--- config.mk ---
export PLATFORM = sky130hd
export DESIGN_NAME = vector_apply_seq
export DESIGN_NICKNAME = d
export VERILOG_FILES = /design/src/rtl/vector_apply_seq.sv
export SDC_FILE = /design/constraint.sdc
export NUM_CORES = 2
export LEC_CHECK = 0
export CORE_ASPECT_RATIO = 1.75
export CORE_MARGIN = 1.5
export CORE_UTILIZATION = 45
export DETAILED_ROUTE_END_ITERATION = 12
export GPL_TIMING_DRIVEN = 1
export RECOVER_POWER = 25
export SLEW_MARGIN = 20
export SYNTH_ARGS = -nofsm -noshare
export SYNTH_HDL_FRONTEND = slang
export SYNTH_SLANG_ARGS = --single-unit
--- constraint.sdc ---
create_clock -name clk -period 9.63 [get_ports clk]
set_input_delay 1.926 -clock clk [delete_from_list [all_inputs] [get_ports clk]]
set_output_delay 1.926 -clock clk [all_outputs]
set_load 0.02 [all_outputs]
--- src/rtl/vector_apply_seq.sv ---
// Vector sequencer: applies a loadable table of stimulus vectors to a DUT,
// holds each one for HOLD cycles, and folds every sampled y into a signature.
module vector_apply_seq #(
  parameter int IN_W  = 83,
  parameter int OUT_W = 245,
  parameter int DEPTH = 32,
  parameter int AW    = 5,
  parameter int HOLD  = 2,
  parameter int SIG_W = 32
) (
  input  logic              clk,
  input  logic              rst,
  input  logic              load_we,
  input  logic [AW-1:0]     load_addr,
  input  logic [IN_W-1:0]   load_data,
  input  logic [AW:0]       num_vec,
  input  logic              start,
  output logic [IN_W-1:0]   dut_in,
  input  logic [OUT_W-1:0]  dut_y,
  output logic              busy,
  output logic              cap_valid,
  output logic [AW-1:0]     vec_idx,
  output logic              done,
  output logic [SIG_W-1:0]  sig
);

  localparam int HW  = $clog2(HOLD + 1);
  localparam int NSL = (OUT_W + SIG_W - 1) / SIG_W;
  localparam logic [AW:0] DEPTH_N = (AW + 1)'(DEPTH);

  typedef enum logic [1:0] {S_IDLE, S_APPLY, S_CAPTURE, S_FIN} state_t;

  state_t            state_q, state_d;
  logic [AW-1:0]     vec_idx_q, vec_idx_d;
  logic [HW-1:0]     hold_q, hold_d;
  logic              busy_q, busy_d;
  logic [SIG_W-1:0]  sig_q, sig_d;
  logic [AW:0]       n_q, n_d;
  logic [IN_W-1:0]   dut_in_q;
  logic [IN_W-1:0]   tbl_mem [DEPTH];

  logic                  wr_en;
  logic                  ld_vec;
  logic                  bypass;
  logic [AW-1:0]         rd_addr;
  logic [AW:0]           n_in;
  logic                  last_vec;
  logic [NSL*SIG_W-1:0]  y_pad;
  logic [SIG_W-1:0]      fold;

  assign wr_en    = load_we & ~busy_q;
  assign n_in     = (num_vec > DEPTH_N) ? DEPTH_N : num_vec;
  assign last_vec = ({1'b0, vec_idx_q} == (n_q - 1'b1));
  // Write-first: a vector fetched in the same cycle as its own write sees the new data.
  assign bypass   = wr_en && (load_addr == rd_addr);

  always_comb begin
    y_pad = '0;
    y_pad[OUT_W-1:0] = dut_y;
    fold = '0;
    for (int k = 0; k < NSL; k++) begin
      fold = fold ^ y_pad[k*SIG_W +: SIG_W];
    end
  end

  always_ff @(posedge clk) begin
    if (wr_en) begin
      tbl_mem[load_addr] <= load_data;
    end
  end

  always_comb begin
    state_d   = state_q;
    vec_idx_d = vec_idx_q;
    hold_d    = hold_q;
    busy_d    = busy_q;
    sig_d     = sig_q;
    n_d       = n_q;
    ld_vec    = 1'b0;
    rd_addr   = vec_idx_q + 1'b1;
    cap_valid = 1'b0;
    done      = 1'b0;
    case (state_q)
      S_IDLE: begin
        if (start) begin
          n_d   = n_in;
          sig_d = '0;
          if (n_in != '0) begin
            state_d   = S_APPLY;
            vec_idx_d = '0;
            hold_d    = '0;
            busy_d    = 1'b1;
            ld_vec    = 1'b1;
            rd_addr   = '0;
          end else begin
            state_d = S_FIN;
          end
        end
      end
      S_APPLY: begin
        hold_d = hold_q + 1'b1;
        if (hold_q == HW'(HOLD - 1)) begin
          state_d = S_CAPTURE;
        end
      end
      S_CAPTURE: begin
        cap_valid = 1'b1;
        sig_d     = {sig_q[SIG_W-2:0], sig_q[SIG_W-1]} ^ fold;
        if (last_vec) begin
          state_d = S_FIN;
        end else begin
          vec_idx_d = vec_idx_q + 1'b1;
          hold_d    = '0;
          ld_vec    = 1'b1;
          state_d   = S_APPLY;
        end
      end
      S_FIN: begin
        done    = 1'b1;
        busy_d  = 1'b0;
        state_d = S_IDLE;
      end
      default: state_d = S_IDLE;
    endcase
  end

  always_ff @(posedge clk or posedge rst) begin
    if (rst) begin
      state_q   <= S_IDLE;
      vec_idx_q <= '0;
      hold_q    <= '0;
      busy_q    <= 1'b0;
      sig_q     <= '0;
      n_q       <= '0;
    end else begin
      state_q   <= state_d;
      vec_idx_q <= vec_idx_d;
      hold_q    <= hold_d;
      busy_q    <= busy_d;
      sig_q     <= sig_d;
      n_q       <= n_d;
    end
  end

  // Table read lands directly in the drive register; it only moves when a vector is fetched.
  always_ff @(posedge clk or posedge rst) begin
    if (rst) begin
      dut_in_q <= '0;
    end else if (ld_vec) begin
      dut_in_q <= bypass ? load_data : tbl_mem[rd_addr];
    end
  end

  assign dut_in  = dut_in_q;
  assign busy    = busy_q;
  assign vec_idx = vec_idx_q;
  assign sig     = sig_q;

endmodule
==> impl_summary.md <==
Run status
The run finished, with violations left. The final reports fail on max-capacitance violations, max-slew violations.

Floorplan
The height of the die is 662 um. The floorplan die area is 251000 um2. The die is 380 um wide. Row generation in the floorplan step produced 241 rows. For this configuration, the core starts out at a cell density of 45.3%. The I/O pin count is 466. After floorplanning, the core was sized to cover 247000 um2.

Global route
Entering global routing, the biggest net connects 139 pins. Global routing finished with a remaining overflow of 0. The first global-routing pass estimated 508 mm of wire. The initial antenna violation count is 36. The global-route total usage across every layer is 28.1%. The number of global-route vias before repair is 68.5k.

Timing
At the pin with the least slew margin, the transition time is 1.54 ns. The highest achievable clock rate is 180 MHz. The final critical-path setup slack is 4.09 ns. Setup total negative slack on the finished layout was measured at 0 ns. The hold violation total from the final report came to 0. Dividing the final minimum period by the clock period gives 57.6%. The total setup violations reported at the end of the flow is 0. The max-slew headroom at the worst pin is -2.64%.

The minimum period implied by the final worst setup slack is 5.54 ns. The count of pins over their slew limit came to 102. Setup repair after global routing left no endpoint under its margin. Between clock sinks in the finished design, the worst skew comes to 0.0407 ns.

Placement
The count of buffers inserted at the top-level ports is 465. At the end of routability-driven placement, the weighted congestion stood at 0.896. The detailed-placement wirelength estimate is 194 mm. OpenSTA, run right after detailed placement, puts the worst setup slack at 3.28 ns.

Routing
The length of the first detailed-routing pass in iterations is 6. In the routed layout, each cell is associated on average with a via count of 6.26. The number of remaining DRC errors is 0. In this run the remaining antenna-violating nets after routing total 0.

The final layout contains routed wiring with a total length of 361 mm. The total via count in the routed design is 69.2k. After the first detailed-routing iteration, the DRC count stood at 7734. The detailed-route wire length per cell is 32.7 um.

Finish
The filler cells instantiated in the layout total 20.2k. At the end of the flow, the number of nets in the layout was 7901. Of the cells placed in the final design, the portion with a size suffix greater than 1 is 9.43%. Compared with the post-synthesis result, the final layout area differs by 14.7%.

Logic synthesis
In the post-synthesis netlist, the cell with the most instances is edfxtp_1. For this run, the number of Yosys warnings is 0. Of all cell types, the one taking the most synthesized area is edfxtp_1.

By count the netlist is led by edfxtp_1 (2656), nand2_1 (630), mux2i_1 (470). In this run the biggest area consumer among cell types represents 71.4% of the synthesized area. The number of nets in the synthesized netlist is 7529.

The instance count of the mapped netlist is 7183. The average instance in the mapped netlist occupies 15.6 um2. The cell area that synthesis handed to floorplanning was 112000 um2. In the synthesized netlist the dominant register cell turns out to be edfxtp_1. The async set or reset register ratio after synthesis is 4.70%. The total of flip-flops plus latches after synthesis is 2787. In this run, synthesis inferred 2656 flip-flops with an integrated enable. In the post-synthesis netlist, the biggest area contributors are edfxtp_1 (71%), mux2i_1 (4.2%), dfrtp_1 (2.9%).

The share of synthesized area occupied by flip-flops and latches is 74.3%. Synthesis instantiated 74 different standard cells from the library.

Pwr
The switching portion of total power is 31.4%. The share of total power dissipated in combinational logic is 24.4%. The worst-case IR drop observed on VDD is 0.180 mV. The total leakage power is 39.9 nW. The switching component of the power is 10.0 mW.

The total power density per cell area is 249 nW/um2. Sequential cells account for 44.0% of the total power. In this run, the clock network consumes 31.6% of the power. The internal power is 21.9 mW.

Critical path
For the worst setup path, the data required time is 10.43 ns. The critical register-to-register path startpoint is vec_idx[0]. Of all nets on the critical path, the largest fanout is 46. STA classifies the critical path endpoint as a register. The arrival time of the worst setup path is 6.35 ns. The worst setup path is launched from a primary input. The kind of critical path is in -> reg. The number of cells traversed by the worst register-to-register path is 9. The launch point of the critical path is start.

Clocking
The later-pin clock latency in the skew report is 0.94 ns. The hold buffer count at CTS is 0. In this run, CTS created clock tree buffers numbering 244. The H-tree depth reported by CTS is 4. The CTS tree is done. CTS placed an instance of clkbuf_16 at the clock tree root.

In this run, post-CTS repair resized a total of 0 instances. The clock edge transition at the registers on the reported setup and hold paths is 0.06 ns. The buffers inserted during post-CTS setup optimization is 0. The longest clock path from root to sink contains 4 buffers.

For this design, the sink count on the clock tree is 2787.

Min path
The type of the most critical hold path is reg -> reg. The number of stages on the worst hold path is 1. In this run the most critical hold path is launched from hold_q[0].

Run
The number of maximum-capacitance violations is 7.
## power by group through the flow
stage | Combinational, mW | Sequential [mW] | Clock [mW]
2_1_floorplan | 4.35 | 14.3 | 0
3_5_place_dp | 7.75 | 14.3 | 0
4_1_cts | 7.77 | 14.1 | 10.2
5_1_grt | 8.22 | 14.1 | 10.6
6_report | 7.78 | 14.1 | 10.1
3_3_place_gp | 7.68 | 14.3 | 0
## critical path, stage by stage
cell and delay [ns]:
clkdlybuf4s50_1 0.58, or3b_1 0.52, a21oi_4 0.26, buf_4 0.56, nor2_1 0.10, buf_4 0.26, o21ai_0 0.33, or4_4 0.54
buf_4 0.88, o21ai_1 0.14, o21ai_1 0.18
## cell type report
| type | count | area (um2) | share of cell area [%] |
|---|---|---|---|
| tap | 3280 | 4100 | 3.20 |
| antenna | 19 | 47.5 | 0.0371 |
| multi-input combinational | 3875 | 26800 | 20.9 |
| clock inverter | 129 | 1380 | 1.08 |
| inverter | 11 | 57.6 | 0.0449 |
| clock buffer | 317 | 6680 | 5.22 |
| timing repair buffer | 636 | 6010 | 4.69 |
| sequential | 2787 | 83000 | 64.8 |
## flip-flops by register name, indices dropped and copies added, names as in the netlist
signal,flops
n_q,6
state_q,2
tbl_mem,2656
sig,32
busy,1
dut_in,83
vec_idx,5
hold_q,2
## metal layers
| layer | GRT usage [%] | vias to the layer above | part of all wire, % |
|---|---|---|---|
| met5 | 0 | - | 0.025 |
| met4 | 13.2 | 14 | 5.1 |
| met3 | 4.43 | 899 | 8.0 |
| met2 | 49.2 | 3672 | 51 |
| met1 | 33.9 | 35700 | 36 |
| li1 | - | 28900 | - |
## per-stage QoR
stage	instance area (um2)	instances	total power [mW]	utilization, %	hold slack (ns)
after global placement	120000	10600	22.0	48.7	0.473
after floorplan	112000	7183	18.7	-	0.456
final	128000	11100	31.9	51.9	0.524
after global routing	128000	11100	32.9	51.9	0.545
after CTS	128000	11000	32.0	52.0	0.520
after detailed placement	120000	10600	22.1	48.7	0.511
## layout by cell type, fill, tap and decap left out, types with 34 or more instances in the layout
cell / count
and3_1: 135
a2111oi_0: 44
a22oi_1: 48
o22ai_1: 189
nor2_1: 140
and2_1: 41
o21ai_1: 109
a211o_1: 41
buf_4: 141
mux2i_1: 470
o21ai_0: 462
clkdlybuf4s50_1: 419
o311a_1: 34
mux4_2: 93
xnor2_1: 206
edfxtp_1: 2656
dfrtp_1: 130
o211ai_1: 161
clkbuf_1: 91
o221ai_1: 88
a21oi_1: 320
nor2_4: 36
xor2_1: 47
clkinv_1: 44
nor4b_1: 39
or3_1: 35
nand3_1: 67
nand2_1: 625
clkbuf_16: 246
clkinv_2: 40
nor3_1: 81
a211oi_1: 43
a31oi_1: 91
## kinds of logic after synthesis
logic type                 count (synthesis)  synth area share (%)
and+or+nand+nor                         1286                  5.39
DFF                                     2787                  74.3
muxes                                    592                  6.38
xor gates and xnor gates                 256                  2.01
AOI/OAI and AO/OA                       1738                  9.75
buffers and inverters                    521                  2.11
adders and majority gates                  3                0.0336
## final timing paths
path / endpoint / slack [ns]
max in group asynchronous: dut_in[67] / 6.78
setup reg to reg: dut_in[33] / 4.62
setup / recovery: dut_in[19] / 4.09
hold reg to reg: hold_q[0] / 0.52
hold / removal: hold_q[0] / 0.52
min in group asynchronous: sig[22] / 1.48
(Power assumes the default switching activity.)
